`config.mk`:
```
export PLATFORM = sky130hd
export DESIGN_NAME = npu_fifo_responder_flat
export DESIGN_NICKNAME = d
export VERILOG_FILES = /design/src/rtl/npu_q_pkg.sv /design/src/rtl/npu_fifo_responder_if.sv /design/src/rtl/npu_sync_fifo.sv /design/src/rtl/npu_fifo_responder.sv /design/src/flat_wrapper.sv
export SDC_FILE = /design/constraint.sdc
export NUM_CORES = 1
export LEC_CHECK = 0
export CORE_ASPECT_RATIO = 1.25
export CORE_MARGIN = 3
export CORE_UTILIZATION = 50
export CTS_BUF_LIST = sky130_fd_sc_hd__clkbuf_16
export CTS_CLUSTER_DIAMETER = 120
export DETAILED_ROUTE_END_ITERATION = 10
export PLACE_DENSITY_LB_ADDON = 0.25
export REMOVE_ABC_BUFFERS = 1
export SETUP_SLACK_MARGIN = 0.4
export SLEW_MARGIN = 10
export SYNTH_ARGS = -nofsm -noshare
export SYNTH_HDL_FRONTEND = slang
export SYNTH_HIERARCHICAL = 1
export SYNTH_SLANG_ARGS = --single-unit
```
`constraint.sdc`:
```
create_clock -name iClk -period 9.7 [get_ports iClk]
set_clock_uncertainty 0.05 [all_clocks]
set_input_delay 0.97 -clock iClk [delete_from_list [all_inputs] [get_ports iClk]]
set_output_delay 0.97 -clock iClk [all_outputs]
set_load 0.005 [all_outputs]
```
`src/rtl/npu_q_pkg.sv`:
```
// Shared constants and helpers for the NPU queue responder.
package npu_q_pkg;

    localparam int unsigned NPU_DATA_W    = 32;
    localparam int unsigned NPU_CFG_DEPTH = 8;
    localparam int unsigned NPU_IN_DEPTH  = 16;
    localparam int unsigned NPU_OUT_DEPTH = 16;

    // Occupancy counters hold 0..DEPTH, so they need one bit more than a pointer.
    function automatic int unsigned occ_w(input int unsigned depth);
        return $clog2(depth) + 1;
    endfunction

endpackage

```
`src/rtl/npu_fifo_responder_if.sv`:
```
// NPU-core facing streams: config and data out to the NPU, results back in.
interface npu_fifo_responder_if
    import npu_q_pkg::*;
#(
    parameter int unsigned DATA_W = NPU_DATA_W
);

    logic [DATA_W-1:0] oCfgData;
    logic              oCfgValid;
    logic              iCfgReady;

    logic [DATA_W-1:0] oInData;
    logic              oInValid;
    logic              iInReady;

    logic [DATA_W-1:0] iOutData;
    logic              iOutValid;
    logic              oOutReady;

    // Queue side (the responder).
    modport slave (
        output oCfgData, oCfgValid,
        input  iCfgReady,
        output oInData, oInValid,
        input  iInReady,
        input  iOutData, iOutValid,
        output oOutReady
    );

    // NPU core side.
    modport master (
        input  oCfgData, oCfgValid,
        output iCfgReady,
        input  oInData, oInValid,
        output iInReady,
        output iOutData, iOutValid,
        input  oOutReady
    );

endinterface

```
`src/rtl/npu_sync_fifo.sv`:
```
// Show-ahead synchronous FIFO; head is zero when empty.
module npu_sync_fifo
    import npu_q_pkg::*;
#(
    parameter int unsigned W     = NPU_DATA_W,
    parameter int unsigned DEPTH = 16
) (
    input  logic                     clk,
    input  logic                     rst_n,
    input  logic                     push,
    input  logic                     pop,
    input  logic [W-1:0]             wdata,
    output logic [W-1:0]             head,
    output logic                     full,
    output logic                     empty,
    output logic [occ_w(DEPTH)-1:0]  count
);

    localparam int unsigned PW = $clog2(DEPTH);
    localparam int unsigned CW = occ_w(DEPTH);

    logic [W-1:0]  mem [DEPTH];
    logic [PW-1:0] wr_ptr;
    logic [PW-1:0] rd_ptr;
    logic          do_push;
    logic          do_pop;

    assign full    = (count == CW'(DEPTH));
    assign empty   = (count == '0);
    assign do_push = push & ~full;
    assign do_pop  = pop & ~empty;
    assign head    = empty ? '0 : mem[rd_ptr];

    // Pointers wrap naturally (DEPTH is a power of 2); count tracks occupancy.
    always_ff @(posedge clk or negedge rst_n) begin
        if (!rst_n) begin
            wr_ptr <= '0;
            rd_ptr <= '0;
            count  <= '0;
        end else begin
            if (do_push) wr_ptr <= wr_ptr + 1'b1;
            if (do_pop)  rd_ptr <= rd_ptr + 1'b1;
            case ({do_push, do_pop})
                2'b10:   count <= count + 1'b1;
                2'b01:   count <= count - 1'b1;
                default: ;
            endcase
        end
    end

    // Storage array; contents are discarded on reset by clearing the pointers.
    always_ff @(posedge clk) begin
        if (do_push) mem[wr_ptr] <= wdata;
    end

endmodule

```
`src/rtl/npu_fifo_responder.sv`:
```
// NPU-side end of the EX queue interface: cfg/data FIFOs toward the NPU,
// result FIFO back to EX, plus the EX stall and the sticky overflow flag.
module npu_fifo_responder
    import npu_q_pkg::*;
#(
    parameter int unsigned DATA_W    = NPU_DATA_W,
    parameter int unsigned CFG_DEPTH = NPU_CFG_DEPTH,
    parameter int unsigned IN_DEPTH  = NPU_IN_DEPTH,
    parameter int unsigned OUT_DEPTH = NPU_OUT_DEPTH
) (
    input  logic                         iClk,
    input  logic                         iRst_n,
    input  logic [DATA_W-1:0]            iNpuConfigFifo,
    input  logic                         iNpuConfigWe,
    input  logic [DATA_W-1:0]            iNpuDataFifo,
    input  logic                         iNpuDataWe,
    input  logic                         iNpuDataRe,
    output logic [DATA_W-1:0]            oNpuDataFifo,
    output logic                         oNpuStall,
    npu_fifo_responder_if.slave          npu,
    output logic [occ_w(CFG_DEPTH)-1:0]  oCfgCount,
    output logic [occ_w(IN_DEPTH)-1:0]   oInCount,
    output logic [occ_w(OUT_DEPTH)-1:0]  oOutCount,
    output logic                         oOverflowErr
);

    logic cfg_full, cfg_empty;
    logic in_full, in_empty;
    logic out_full, out_empty;
    logic ready_live;
    logic out_push;

    // Stall is all-or-nothing: any unserviceable request blocks every EX push/pop this cycle.
    assign oNpuStall = (iNpuConfigWe & cfg_full) | (iNpuDataWe & in_full) | (iNpuDataRe & out_empty);

    assign npu.oCfgValid = ~cfg_empty;
    assign npu.oInValid  = ~in_empty;
    assign npu.oOutReady = ready_live & ~out_full;
    assign out_push      = npu.iOutValid & npu.oOutReady;

    npu_sync_fifo #(.W(DATA_W), .DEPTH(CFG_DEPTH)) u_cfg_fifo (
        .clk   (iClk),
        .rst_n (iRst_n),
        .push  (iNpuConfigWe & ~oNpuStall),
        .pop   (npu.oCfgValid & npu.iCfgReady),
        .wdata (iNpuConfigFifo),
        .head  (npu.oCfgData),
        .full  (cfg_full),
        .empty (cfg_empty),
        .count (oCfgCount)
    );

    npu_sync_fifo #(.W(DATA_W), .DEPTH(IN_DEPTH)) u_in_fifo (
        .clk   (iClk),
        .rst_n (iRst_n),
        .push  (iNpuDataWe & ~oNpuStall),
        .pop   (npu.oInValid & npu.iInReady),
        .wdata (iNpuDataFifo),
        .head  (npu.oInData),
        .full  (in_full),
        .empty (in_empty),
        .count (oInCount)
    );

    npu_sync_fifo #(.W(DATA_W), .DEPTH(OUT_DEPTH)) u_out_fifo (
        .clk   (iClk),
        .rst_n (iRst_n),
        .push  (out_push),
        .pop   (iNpuDataRe & ~oNpuStall),
        .wdata (npu.iOutData),
        .head  (oNpuDataFifo),
        .full  (out_full),
        .empty (out_empty),
        .count (oOutCount)
    );

    // Result-side ready is held low during reset and opens on the first clock after release.
    always_ff @(posedge iClk or negedge iRst_n) begin
        if (!iRst_n) ready_live <= 1'b0;
        else         ready_live <= 1'b1;
    end

    // Sticky overflow: NPU offered a result while the output FIFO was full (word is dropped).
    always_ff @(posedge iClk or negedge iRst_n) begin
        if (!iRst_n)                        oOverflowErr <= 1'b0;
        else if (npu.iOutValid & out_full)  oOverflowErr <= 1'b1;
    end

endmodule
```
`src/flat_wrapper.sv`:
```
// flat-port wrapper written by rule: the top's interface ports become plain ports
module npu_fifo_responder_flat import npu_q_pkg::*;
#(
    parameter int unsigned DATA_W    = NPU_DATA_W,
    parameter int unsigned CFG_DEPTH = NPU_CFG_DEPTH,
    parameter int unsigned IN_DEPTH  = NPU_IN_DEPTH,
    parameter int unsigned OUT_DEPTH = NPU_OUT_DEPTH
)
  (iClk, iRst_n, iNpuConfigFifo, iNpuConfigWe, iNpuDataFifo, iNpuDataWe, iNpuDataRe, oNpuDataFifo, oNpuStall, oCfgCount, oInCount, oOutCount, oOverflowErr, npu_oCfgData, npu_oCfgValid, npu_iCfgReady, npu_oInData, npu_oInValid, npu_iInReady, npu_iOutData, npu_iOutValid, npu_oOutReady);
  npu_fifo_responder_if #(.DATA_W(DATA_W)) npu_i ();
  input  logic iClk;
  input  logic iRst_n;
  input  logic [DATA_W-1:0] iNpuConfigFifo;
  input  logic iNpuConfigWe;
  input  logic [DATA_W-1:0] iNpuDataFifo;
  input  logic iNpuDataWe;
  input  logic iNpuDataRe;
  output logic [DATA_W-1:0] oNpuDataFifo;
  output logic oNpuStall;
  output logic [occ_w(CFG_DEPTH)-1:0] oCfgCount;
  output logic [occ_w(IN_DEPTH)-1:0] oInCount;
  output logic [occ_w(OUT_DEPTH)-1:0] oOutCount;
  output logic oOverflowErr;
  output wire logic [$bits(npu_i.oCfgData)-1:0] npu_oCfgData;
  output wire logic [$bits(npu_i.oCfgValid)-1:0] npu_oCfgValid;
  input wire logic [$bits(npu_i.iCfgReady)-1:0] npu_iCfgReady;
  output wire logic [$bits(npu_i.oInData)-1:0] npu_oInData;
  output wire logic [$bits(npu_i.oInValid)-1:0] npu_oInValid;
  input wire logic [$bits(npu_i.iInReady)-1:0] npu_iInReady;
  input wire logic [$bits(npu_i.iOutData)-1:0] npu_iOutData;
  input wire logic [$bits(npu_i.iOutValid)-1:0] npu_iOutValid;
  output wire logic [$bits(npu_i.oOutReady)-1:0] npu_oOutReady;
  assign npu_oCfgData = npu_i.oCfgData;
  assign npu_oCfgValid = npu_i.oCfgValid;
  assign npu_i.iCfgReady = npu_iCfgReady;
  assign npu_oInData = npu_i.oInData;
  assign npu_oInValid = npu_i.oInValid;
  assign npu_i.iInReady = npu_iInReady;
  assign npu_i.iOutData = npu_iOutData;
  assign npu_i.iOutValid = npu_iOutValid;
  assign npu_oOutReady = npu_i.oOutReady;
  npu_fifo_responder #(.DATA_W(DATA_W), .CFG_DEPTH(CFG_DEPTH), .IN_DEPTH(IN_DEPTH), .OUT_DEPTH(OUT_DEPTH)) u_core (.iClk(iClk), .iRst_n(iRst_n), .iNpuConfigFifo(iNpuConfigFifo), .iNpuConfigWe(iNpuConfigWe), .iNpuDataFifo(iNpuDataFifo), .iNpuDataWe(iNpuDataWe), .iNpuDataRe(iNpuDataRe), .oNpuDataFifo(oNpuDataFifo), .oNpuStall(oNpuStall), .npu(npu_i), .oCfgCount(oCfgCount), .oInCount(oInCount), .oOutCount(oOutCount), .oOverflowErr(oOverflowErr));
endmodule
```
# Yosys cells after proc, flatten, opt, wreduce, memory -nomap -nowiden
# Memories as Yosys holds them, arrays and structs flattened.
# Index checks and enable logic that the tools add are counted.
totals:
  ff_bits: 38
  ram_bits: 1280
  input_bits: 104
  wordCells: 79
  n_memories: 3
mem_list:
  columns: ["name", "depth", "width", "rd", "rd_ports_with_merged_regs", "write_ports", "line", "text"]
  rows:
  - ["u_core.u_in_fifo.mem", 16, 32, 1, 0, 1, "npu_sync_fifo.sv:22", "logic [W-1:0] mem [DEPTH];"]
  - ["u_core.u_out_fifo.mem", 16, 32, 1, 0, 1, "npu_sync_fifo.sv:22", null]
  - ["u_core.u_cfg_fifo.mem", 8, 32, 1, 0, 1, "npu_sync_fifo.sv:22", null]
classes:
  add_sub_neg: 12
  eq_ne: 9
  n_mux: 12
  bitwise: 26
  n_reduce_logical: 6
ops:
  columns: ["operator", "n"]
  rows:
  - ["$mux W32", 3]
  - ["$add A4 B1 Y4 const B", 5]
  - ["$pmux W5 S2", 2]
  - ["$and A1 B1 Y1", 17]
  - ["$add A5 B1 Y5 const B", 2]
  - ["$eq A5 B5 Y1 const B", 2]
  - ["$logic_not A5 Y1", 2]
  - ["$sub A5 B1 Y5 const B", 2]
  - ["$pmux W4 S2", 1]
  - ["$not A1 Y1", 7]
  - ["$add A3 B1 Y3 const B", 2]
  - ["$eq A2 B1 Y1 const B", 3]
  - ["$eq A2 B2 Y1 const B", 3]
  - ["$mux W1", 6]
  - ["$reduce_bool A2 Y1", 3]
  - ["$eq A4 B4 Y1 const B", 1]
  - ["$logic_not A4 Y1", 1]
  - ["$sub A4 B1 Y4 const B", 1]
  - ["$or A1 B1 Y1", 2]

# Longest topological paths before layout
# Gate-level depths: netlist of the first run.
logic_depth:
  word_depth: 9
  depth_mapped: 16
  ltp_nobuf: 13

# By module
# The synthesis of the first run kept the hierarchy.
modules_own_cells:
  columns: ["mod", "instances", "cells_each", "area_each_um2"]
  rows:
  - ["npu_sync_fifo at u_core.u_in_fifo ...", 2, 918, 20420.8]
  - ["npu_sync_fifo at u_core.u_cfg_fifo", 1, 467, 10337.4]
  - ["npu_fifo_responder", 1, 18, 152.6]

# Worst setup path after synthesis of the first run
# OpenSTA, ideal clock, no wires.
synth_path:
  kind: "register to register"
  from: "register u_core.u_out_fifo.count[2]"
  to: "memory u_core/u_in_fifo/mem[3][0] (netlist bit) (enable)"
  setup_ns: 0.461
  arrival_time_ns: 4.335
  setup_slack_ns: 4.854
  stages_incl_launch_ff: 10
  path_buffers: 2
  period_less_slack_ns: 4.846
  cell_sequence: "dfrtp_1 -> clkbuf_1 -> nor4_2 -> nand2b_1 -> buf_1 -> inv_1 -> a221oi_1 -> a21boi_1 -> nand2_1 -> nor3_1"
synth_between:
  elab_chain_cells: 8
synth_rtl:
  columns: ["element", "line", "text"]
  rows:
  - ["from (decl)", "npu_sync_fifo.sv:16", "output logic [occ_w(DEPTH)-1:0] count"]
  - ["from (signal assigned)", "npu_sync_fifo.sv:44", "2'b10: count <= count + 1'b1;"]
  - ["from (signal assigned)", "npu_sync_fifo.sv:45", "2'b01: count <= count - 1'b1;"]
  - ["$logic_not A5 Y1", "npu_sync_fifo.sv:29", "assign empty = (count == '0);"]
  - ["named net u_core.out_empty", "npu_fifo_responder.sv:29", "logic out_full, out_empty;"]
  - ["$and A1 B1 Y1", "npu_fifo_responder.sv:34", "assign oNpuStall = (iNpuConfigWe & cfg_full) | (iNpuDataWe & in_full) | (iNpuDataRe & out_empty);"]
  - ["$or A1 B1 Y1", "npu_fifo_responder.sv:34", null]
  - ["$not A1 Y1", "npu_fifo_responder.sv:56", ".push (iNpuDataWe & ~oNpuStall),"]
  - ["$and A1 B1 Y1", "npu_fifo_responder.sv:56", null]
  - ["$and A1 B1 Y1", "npu_sync_fifo.sv:30", "assign do_push = push & ~full;"]
  - ["$mux W1", "npu_sync_fifo.sv:53", "if (do_push) mem[wr_ptr] <= wdata;"]
  - ["$mux W1 (not written as such)", "npu_sync_fifo.sv:53", null]
  - ["to (decl)", "npu_sync_fifo.sv:22", null]
# The timed path passes the listed nets, and every way through them passes these cells.

# Worst setup path in the final report of the first run
layout_path:
  from: "register u_core.u_out_fifo.rd_ptr[0]"
  to: "output port oNpuDataFifo[12]"
layout_between:
  elab_chain_cells: 2
layout_rtl:
  columns: ["element", "line", "text"]
  rows:
  - ["from (decl)", "npu_sync_fifo.sv:24", "logic [PW-1:0] rd_ptr;"]
  - ["from (signal assigned)", "npu_sync_fifo.sv:42", "if (do_pop) rd_ptr <= rd_ptr + 1'b1;"]
  - ["$mem_v2 Z16 W32", null, null]
  - ["$mux W32", "npu_sync_fifo.sv:32", "assign head = empty ? '0 : mem[rd_ptr];"]
  - ["to (decl)", "flat_wrapper.sv:18", "output logic [DATA_W-1:0] oNpuDataFifo;"]
# Every way passes these cells.

==> flow_summary_export.csv, run 1 <==
group,metric,value,unit
run_status,run_status,"finished clean",
cts,clock-root-buffer,"clkbuf_16",
sta,worst_slew_pin_slew,1.26,ns
place,dp_hpwl,58.6,mm
pwr,finalPower,17.4,mW
pwr,clkPwrFrac,0.280,
sta,max_slew_margin,0.160,
final_layout,area_growth,15.7,%
floorplan,die_h,364,um
sta,max_freq,0.182,GHz
sta,fin_hold_ws,0.327,ns
synth,synthArstFlopShare,0.0288,
pwr,p_comb_frac,0.296,
place,port_buffers,218,
floorplan,start_util,0.507,
synth,synth.top_cell.area_share,0.749,
setup_path,endpoint_kind,"primary output",
place,routabilityCongestion,0.749,
cts,cts_tree,"built",
final_layout,drive_gt1_frac,0.254,
pwr,powerDensity,294,nW/um2
synth,netlist_area,51300,um2
pwr,p_leak,19.1,nW
floorplan,core-area,101000,um2
final_layout,multi_input_area,11400,um2
detailed_routing,vias_per_cell,5.97,
synth,synth_area_leader_cell,"edfxtp_1",
cts,path_clk_slew,0.07,ns
global_routing,grt_pass1_vias,25680,
detailed_routing,vias,24052,
cts,clock_path_buffers,3,
final_layout,fin_nets,2729,
synth,yosys_warnings,6,
cts,insertion_delay,0.75,ns
pwr,switching_power,5.09,mW
detailed_routing,drc,0,
final_layout,register_area,39400,um2
synth,ys_ff_latch,1318,
sta,hold_viol_final,0,
final_layout,nFillCells,7185,
pwr,ir_worst_vdd,0.220,mV
worst_hold_path,hold_path.class,"in -> async",
global_routing,grt_overflow,0,
cts,tritoncts.num_buffers,130,
cts,cts.sinks,1318,
sta,fin_setup_tns,0,ns
global_routing,antenna_found_initial,10,
global_routing,gr-usage-all-layers,0.208,
setup_path,r2r-start,"u_core/u_out_fifo/count[2]",
cts,ctsResizeCount,0,
synth,yosysSeqAreaShare,0.767,
setup_path,critical_path_class,"reg -> out",
global_routing,grt_max_degree,67,
pwr,p_sw_frac,0.292,
pwr,seqPwrFrac,0.424,
floorplan,die_area,107000,um2
cts,htreeDepth,4,
detailed_routing,firstDrtPassIters,5,
setup_path,cp_max_fo,46,
sta,period_share,0.567,
pwr,p_int,12.4,mW
synth,netlist_top_cells_area,"edfxtp_1 (75%), mux4_2 (14%), mux2i_1 (2.0%)",
cts,cts_hold_buf,0,
synth,synth_edf_count,1280,
synth,synth_cell_types,54,
detailed_routing,routedWlPerCell,27.0,um
sta,maxSlewViolCount,0,
sta,setup_violations,0,
floorplan,fp-row-count,130,
synth,synth.avg_cell_area,22.1,um2
setup_path,critPathLaunchType,"flip-flop",
detailed_routing,finalWirelength,109,mm
detailed_routing,ant_nets,0,
setup_path,cp_data_required_time,8.68,ns
sta,fin_crit,5.50,ns
sta,rsz0062_at_grt,"false",
setup_path,cp.arrival,4.48,ns
cts,post_cts_buffers,0,
setup_path,cp-startpoint,"u_core/u_out_fifo/rd_ptr[0]",
synth,ys.flop_type,"edfxtp_1",
floorplan,die_w,293,um
synth,synth_cells,2321,
detailed_routing,drt_iter0_drc,1872,
floorplan,ios,219,
global_routing,grt_first_pass_wirelength,164,mm
run,maxCapViolCount,0,
## flip-flops by register name, summed over array words and instances (netlist names)
signal and cells:
u_core/u_in_fifo/wr_ptr 4, u_core/oOverflowErr 1, u_core/ready_live 1, u_core/u_cfg_fifo/mem 256, u_core/u_out_fifo/wr_ptr 4, u_core/u_cfg_fifo/rd_ptr 3
u_core/u_in_fifo/count 5, u_core/u_cfg_fifo/count 4, u_core/u_out_fifo/mem 512, u_core/u_in_fifo/mem 512, u_core/u_in_fifo/rd_ptr 4, u_core/u_cfg_fifo/wr_ptr 3
u_core/u_out_fifo/count 5, u_core/u_out_fifo/rd_ptr 4
## layout make-up
class / count / area share
Clock inverter: 103 / 0.0148
Clock buffer: 133 / 0.0561
Tap cell: 1320 / 0.0278
Timing Repair Buffer: 274 / 0.0437
Sequential cell: 1318 / 0.664
Inverter: 14 / 0.000885
Antenna cell: 5 / 0.000211
Multi-Input combinational cell: 864 / 0.193
## metal layers
layer	wire length [um]	part of all wire	track usage	vias to the layer above
met5	60	0.00055	0	-
met4	2150	0.020	0.0590	8
met3	6720	0.062	0.0408	171
met2	56100	0.52	0.357	745
met1	43900	0.40	0.273	12891
li1	-	-	-	10237
## power groups by stage
| stage | clock network (mW) | logic (mW) | registers, mW |
|---|---|---|---|
| 5_1_grt | 5.23 | 5.55 | 7.48 |
| 3_3_place_gp | 0 | 5.16 | 7.49 |
| 6_report | 4.88 | 5.17 | 7.40 |
| 3_5_place_dp | 0 | 5.23 | 7.54 |
| 4_1_cts | 5.00 | 5.26 | 7.42 |
| 2_1_floorplan | 0 | 3.13 | 7.75 |
## synth_stat cells, types with 3 or more instances
master and number:
and2_1 6, nand2_1 27, buf_12 4, mux4_2 316, mux2i_1 104, mux2_2 65
nand3b_1 7, edfxtp_1 1280, ha_1 23, nor3_1 11, a221oi_1 3, buf_4 16
or2_2 4, nor2b_1 5, xor2_1 11, buf_6 7, inv_1 13, xnor2_1 19
buf_1 6, a21oi_1 68, nand2b_1 13, o21ai_0 44, nor2_1 70, o21ai_1 20
dfrtp_1 38, clkbuf_1 38, nand4_1 6, nand3_1 6, buf_2 52
## worst max-delay path: stages, from the launching register on
cell             delay, ns
dfrtp_4               0.70
buf_4                 0.63
buf_4                 0.82
mux4_2                0.36
mux2i_1               0.08
a21oi_1               0.45
clkdlybuf4s50_1       0.60
## logic make-up (layout without fill, tap and decap cells)
| group | after synthesis | in the layout | share of synthesized area |
|---|---|---|---|
| AO/OA/AOI/OAI | 158 | 158 | 0.0169 |
| XOR/XNOR | 30 | 30 | 0.00512 |
| adder cells (fa/ha/maj) | 23 | 23 | 0.00561 |
| buffers and inverters | 139 | 524 | 0.0153 |
| flip-flops | 1318 | 1318 | 0.767 |
| multiplexers | 488 | 488 | 0.174 |
| other | 1 | 6 | 0.0000731 |
| AND/OR/NAND/NOR | 164 | 164 | 0.0157 |
## worst paths after layout
| check | cells past startpoint | slack, ns | endpoint |
|---|---|---|---|
| min in group iClk | 1 | 0.43 | u_core/oOverflowErr |
| setup reg to reg | 9 | 4.96 | u_core/u_in_fifo/mem[9][30] |
| hold / removal | 1 | 0.33 | u_core/u_out_fifo/count[2] |
| hold reg to reg | 1 | 0.43 | u_core/oOverflowErr |
| max in group asynchronous | 1 | 8.49 | u_core/u_in_fifo/rd_ptr[1] |
| setup / recovery | 6 | 4.20 | oNpuDataFifo[12] |
## metrics by stage
step / worst slack (ns) / util / instance area, um2 / std cells
after global routing: 3.94 / 0.587 / 59400 / 4027
after detailed placement: 4.79 / 0.545 / 55200 / 3790
after global placement: 4.89 / 0.545 / 55200 / 3790
final: 4.20 / 0.587 / 59400 / 4031
after CTS: 4.10 / 0.587 / 59400 / 4026
after floorplan: 3.48 / - / 50600 / 2196
## layout by cell type (no fill, tap or decap), drive strengths merged, types with 57 or more instances in the layout
cell / Yosys / layout
edfxtp: 1280 / 1280
buf: 87 / 57
clkbuf: 38 / 133
clkdlybuf4s50: 0 / 217
mux4: 316 / 316
clkinv: 0 / 58
o21ai: 64 / 64
a21oi: 68 / 68
mux2: 68 / 68
nor2: 70 / 70
mux2i: 104 / 104
(Power assumes the default switching activity.)
==> run 2: changes to the inputs <==
- clock period: 9.7 -> 5.56 ns (I/O delays scaled with it)
==> run 2 against run 1 <==
Against the previous run:
- first-iteration DRC count rose by 12%
- setup slack got worse by 3.2 ns
- sequential cell count unchanged
- critical path type unchanged
- final cell count increased by 0.25%
- critical path depth unchanged
- sequential power increased by 77%
- highest routed layer unchanged
==> flow_summary_export.csv, run 2 (synthesized netlist as in run 1, its figures left out) <==
group,metric,value,unit
pwr,clkPwrFrac,0.276,
setup_path,cp-startpoint,"u_core/u_in_fifo/rd_ptr[1]",
pwr,ir_worst_vdd,0.373,mV
cts,ctsResizeCount,0,
worst_hold_path,worst_hold_path.num_cells,1,
detailed_routing,vias_per_cell,5.94,
sta,hold_viol_final,0,
final_layout,final_common_cell,"edfxtp_1",
place,routabilityCongestion,0.783,
sta,period_share,0.828,
final_layout,post-route-util,0.588,
global_routing,grt_pass1_vias,25535,
floorplan,die_area,107000,um2
setup_path,crit_chain,"buf_4, mux4_2, mux2_2, o21ai_0, a21oi_1, clkdlybuf4s50_1",
global_routing,grt_overflow,0,
worst_hold_path,hold_path.class,"reg -> reg",
final_layout,area_growth,15.9,%
floorplan,ios,219,
global_routing,grt_max_degree,64,
run,maxCapViolCount,0,
setup_path,cp_max_fo,56,
final_layout,fin_nets,2739,
pwr,powerDensity,513,nW/um2
setup_path,critical_path_class,"reg -> out",
floorplan,die_w,293,um
setup_path,cpMaxStageDelayCell,"dfrtp_4",
pwr,p_comb_frac,0.295,
global_routing,antenna_found_initial,9,
detailed_routing,drt_iter0_drc,2094,
detailed_routing,vias,23995,
setup_path,rr_worst_depth,8,
setup_path,r2r_slack,1.29,ns
pwr,switching_power,8.85,mW
detailed_routing,finalWirelength,108,mm
setup_path,critPathLaunchType,"flip-flop",
cts,post_cts_buffers,0,
sta,fin_setup_tns,0,ns
detailed_routing,ant_nets,0,
global_routing,gr-usage-all-layers,0.206,
final_layout,nFillCells,7152,
cts,insertion_delay,0.70,ns
setup_path,r2r-start,"u_core/u_in_fifo/count[2]",
cts,tritoncts.num_buffers,121,
cts,path_clk_slew,0.06,ns
pwr,p_int,21.7,mW
cts,clock_path_buffers,3,
global_routing,busiest_layer,"met2",
pwr,p_leak,19.1,nW
detailed_routing,firstDrtPassIters,5,
final_layout,layout_common_cells,"edfxtp_1 (1280), mux4_2 (316), clkdlybuf4s50_1 (217)",
sta,fin_crit,4.60,ns
sta,max_slew_margin,0.205,
final_layout,drive_gt1_frac,0.260,
run_status,run_status,"finished clean",
cts,htreeDepth,3,
pwr,p_sw_frac,0.290,
floorplan,core-area,101000,um2
setup_path,cp.arrival,4.00,ns
detailed_routing,drc,0,
place,dp_hpwl,62.3,mm
setup_path,slowest_delay,1.08,ns
setup_path,critPathCapture,"npu_oInData[27]",
pwr,seqPwrFrac,0.428,
sta,maxSlewViolCount,0,
floorplan,fp-row-count,130,
cts,clock-root-buffer,"clkbuf_16",
global_routing,met2_usage,0.358,
cts,cts_tree,"built",
sta,max_freq,0.217,GHz
detailed_routing,routedWlPerCell,26.8,um
place,port_buffers,218,
setup_path,endpoint_kind,"primary output",
floorplan,start_util,0.507,
sta,setup_violations,0,
floorplan,die_h,364,um
cts,cts.sinks,1318,
final_layout,top_regs,"u_core/u_in_fifo/mem x512, u_core/u_out_fifo/mem x512, u_core/u_cfg_fifo/mem x256",
setup_path,reg2reg_to,"u_core/u_in_fifo/mem[7][8]",
sta,worst_slew_pin_slew,1.19,ns
global_routing,grt_use_met1,0.273,
setup_path,cp_data_required_time,4.95,ns
sta,rsz0062_at_grt,"false",
global_routing,grt_first_pass_wirelength,164,mm
global_routing,use_met3,0.0370,
[run 2: what timing repair did]
action	in CTS	in global routing
endpoints found under the setup margin	0	0
hold endpoints to repair	18	0
hold buffers	1	0
[run 2: stage by stage]
step	std cells	setup WS (ns)	power, mW	area (um2)	hold slack [ns]
after CTS	4036	0.809	30.9	59500	0.392
after global placement	3808	1.23	22.2	55400	0.397
after detailed placement	3808	1.19	22.4	55400	0.393
after floorplan	2196	-0.247	19.0	50600	0.210
after global routing	4037	0.681	31.9	59500	0.441
final	4041	0.956	30.5	59500	0.415
[run 2: per-layer routing]
metal  vias to the layer above  wire length (um)  share of wire
met3                       172              6210          0.057
li1                      10242                 -              -
met5                         -                24        0.00022
met2                       688             56600           0.52
met4                         4              2120          0.020
met1                     12889             43400           0.40
[run 2: area by class of cell]
type	count	area, um2	share of cell area
multi-input cells	864	11400	0.192
clock buffers	124	3100	0.0521
repair buffers	293	2810	0.0471
inverters	14	52.6	0.000883
diodes	5	12.5	0.000210
clock inverters	103	1030	0.0172
flip-flops and latches	1318	39400	0.662
well taps	1320	1650	0.0278
[run 2: power by group through the flow]
stage	Clock (mW)	Combinational (mW)	Sequential, mW
CTS	8.63	9.15	13.1
global placement	0	8.99	13.2
detailed placement	0	9.10	13.3
floorplan	0	5.45	13.5
global route	9.03	9.68	13.2
finish	8.43	9.02	13.1
[run 2: critical path, delay by kind of cell, from the launching register on]
kind / cells / cell delay, ns
compound gates: 2 / 0.38
buf+inv: 2 / 0.96
flops: 1 / 1.08
mux: 2 / 0.81
[run 2: worst min path at each step]
| stage | from | to | slack (ns) |
|---|---|---|---|
| 2_1_floorplan | iRst_n | u_core/oOverflowErr | 0.21 |
| 3_3_place_gp | u_core/oOverflowErr | u_core/oOverflowErr | 0.40 |
| 3_5_place_dp | u_core/oOverflowErr | u_core/oOverflowErr | 0.39 |
| 4_1_cts | npu_iOutValid | u_core/oOverflowErr | 0.39 |
| 5_1_grt | npu_iOutValid | u_core/oOverflowErr | 0.44 |
| 6_report | u_core/oOverflowErr | u_core/oOverflowErr | 0.42 |
==> run 3: changes to the inputs <==
- clock period: 5.56 -> 4.11 ns (I/O delays scaled with it)
==> run 3 against run 2 <==
Against the previous run:
- wire length rose by 5.5%
- combinational power rose by 56%
- final area rose by 2.4%
- die area did not move
- clock power rose by 41%
- hold slack got worse by 0.17 ns
- global-route usage rose by 1.2 points
- clock-buffer cell count rose by 10
- power rose by 41%
- sequential power rose by 30%
- sequential share of layout area fell by 1.5 points
- register-to-register slack got worse by 0.69 ns
==> flow_summary_export.csv, run 3 (synthesized netlist as in run 1, its figures left out) <==
group,metric,value,unit
run_status,run_status,"finished clean",
global_routing,gr-usage-all-layers,0.218,
detailed_routing,drc,0,
cts,cts.sinks,1318,
floorplan,ios,219,
cts,clock-root-buffer,"clkbuf_16",
setup_path,critical_path_class,"reg -> out",
place,placed_cell_area,55800,um2
sta,period_share,0.879,
sta,max_slew_margin,0.284,
run,maxCapViolCount,0,
setup_path,endpoint_kind,"primary output",
sta,setup_violations,0,
sta,setup_ws,0.498,ns
cts,clock_path_buffers,3,
floorplan,die_h,364,um
floorplan,die_area,107000,um2
cts,path_clk_slew,0.06,ns
setup_path,slowest_delay,0.52,ns
setup_path,critPathLaunchType,"flip-flop",
final_layout,register_area,39400,um2
place,place_ws,0.233,ns
detailed_routing,firstDrtPassIters,5,
setup_path,cp_data_required_time,3.65,ns
setup_path,cp.arrival,3.15,ns
detailed_routing,vias_per_cell,5.96,
sta,hold_viol_final,0,
pwr,powerDensity,706,nW/um2
final_layout,post-route-util,0.602,
cts,insertion_delay,0.73,ns
setup_path,crit_buf_inv,4,
setup_path,crit_chain,"buf_4, buf_4, buf_12, mux4_2, mux2_2, o21ai_0, a21oi_1, clkdlybuf4s50_1",
floorplan,core-area,101000,um2
sta,fin_crit,3.61,ns
pwr,p_leak,19.8,nW
setup_path,crit_top_cell,"buf_4",
sta,max_freq,0.277,GHz
detailed_routing,drt_iter0_drc,2224,
sta,maxSlewViolCount,0,
sta,rsz0062_at_grt,"true",
floorplan,die_w,293,um
final_layout,layout_common_cells,"edfxtp_1 (1280), mux4_2 (316), clkdlybuf4s50_1 (211)",
final_layout,top_regs,"u_core/u_in_fifo/mem x512, u_core/u_out_fifo/mem x512, u_core/u_cfg_fifo/mem x256",
final_layout,area_growth,18.7,%
global_routing,grt_overflow,0,
detailed_routing,finalWirelength,114,mm
final_layout,nFillCells,7048,
worst_hold_path,hold_path.class,"in -> reg",
final_layout,final_common_cell,"edfxtp_1",
cts,htreeDepth,4,
global_routing,grt_max_degree,45,
pwr,ir_worst_vdd,0.436,mV
place,routabilityCongestion,0.770,
setup_path,cp_max_fo,13,
place,port_buffers,218,
global_routing,grt_pass1_vias,25901,
final_layout,post-route-cell-area,60900,um2
final_layout,drive_gt1_frac,0.277,
detailed_routing,vias,24558,
global_routing,antenna_found_initial,11,
detailed_routing,ant_nets,0,
setup_path,critical_path.top_delay_family,"buffers and inverters",
detailed_routing,routedWlPerCell,27.7,um
setup_path,cpMaxStageDelayCell,"mux4_2",
cts,cts_tree,"built",
final_layout,multi_input_area,11500,um2
global_routing,grt_first_pass_wirelength,170,mm
sta,fin_hold_ws,0.245,ns
floorplan,start_util,0.507,
cts,tritoncts.num_buffers,130,
floorplan,fp-row-count,130,
place,dp_hpwl,62.6,mm
sta,worst_slew_pin_slew,1.07,ns
final_layout,fin_nets,2819,
run 3: final cells by class:
cell class / instances / area share
antenna: 9 / 0.000370
clock inverter: 99 / 0.0161
tap: 1320 / 0.0271
timing repair buffer: 364 / 0.0655
inverter: 14 / 0.000862
clock buffer: 134 / 0.0550
multi-input combinational: 864 / 0.188
sequential: 1318 / 0.647
run 3: path summary, 6_finish.rpt:
kind	from	end	slack (ns)	depth (start not counted)
max	u_core/u_in_fifo/rd_ptr[1]	npu_oInData[9]	0.50	8
min in group asynchronous	iRst_n	u_core/u_cfg_fifo/count[1]	0.34	2
min reg2reg	u_core/oOverflowErr	u_core/oOverflowErr	0.41	1
max reg2reg	u_core/u_in_fifo/count[2]	u_core/u_in_fifo/count[4]	0.60	14
min	npu_iOutValid	u_core/oOverflowErr	0.24	2
max in group asynchronous	iRst_n	u_core/u_in_fifo/rd_ptr[3]	2.83	2
run 3: timing repair:
item / 4_1_cts / 5_1_grt
buffers inserted: 27 / 27
hold buffers: 1 / 0
setup endpoints to repair: 258 / 150
gates cloned: 0 / 3
hold endpoints to repair: 38 / 0
resized for setup: 5 / 23
pin swaps: 2 / 2
run 3: stage by stage:
stage	total power [mW]	TNS, ns	cells
after floorplan	25.7	-258.33	2196
after global placement	30.4	0	3822
after detailed placement	30.7	0	3822
after CTS	43.2	0	4083
after global routing	45.0	0	4116
final	43.0	0	4122
run 3: power breakdown:
group          internal (mW)  switching, mW
sequential              16.1          0.856
clock                   7.01           4.93
combinational           7.44           6.63
total                   30.6           12.4
run 3: layer usage:
metal,share of wire,track usage
met5,0.00033,0
met4,0.025,0.0624
met3,0.070,0.0464
met2,0.52,0.373
met1,0.39,0.285
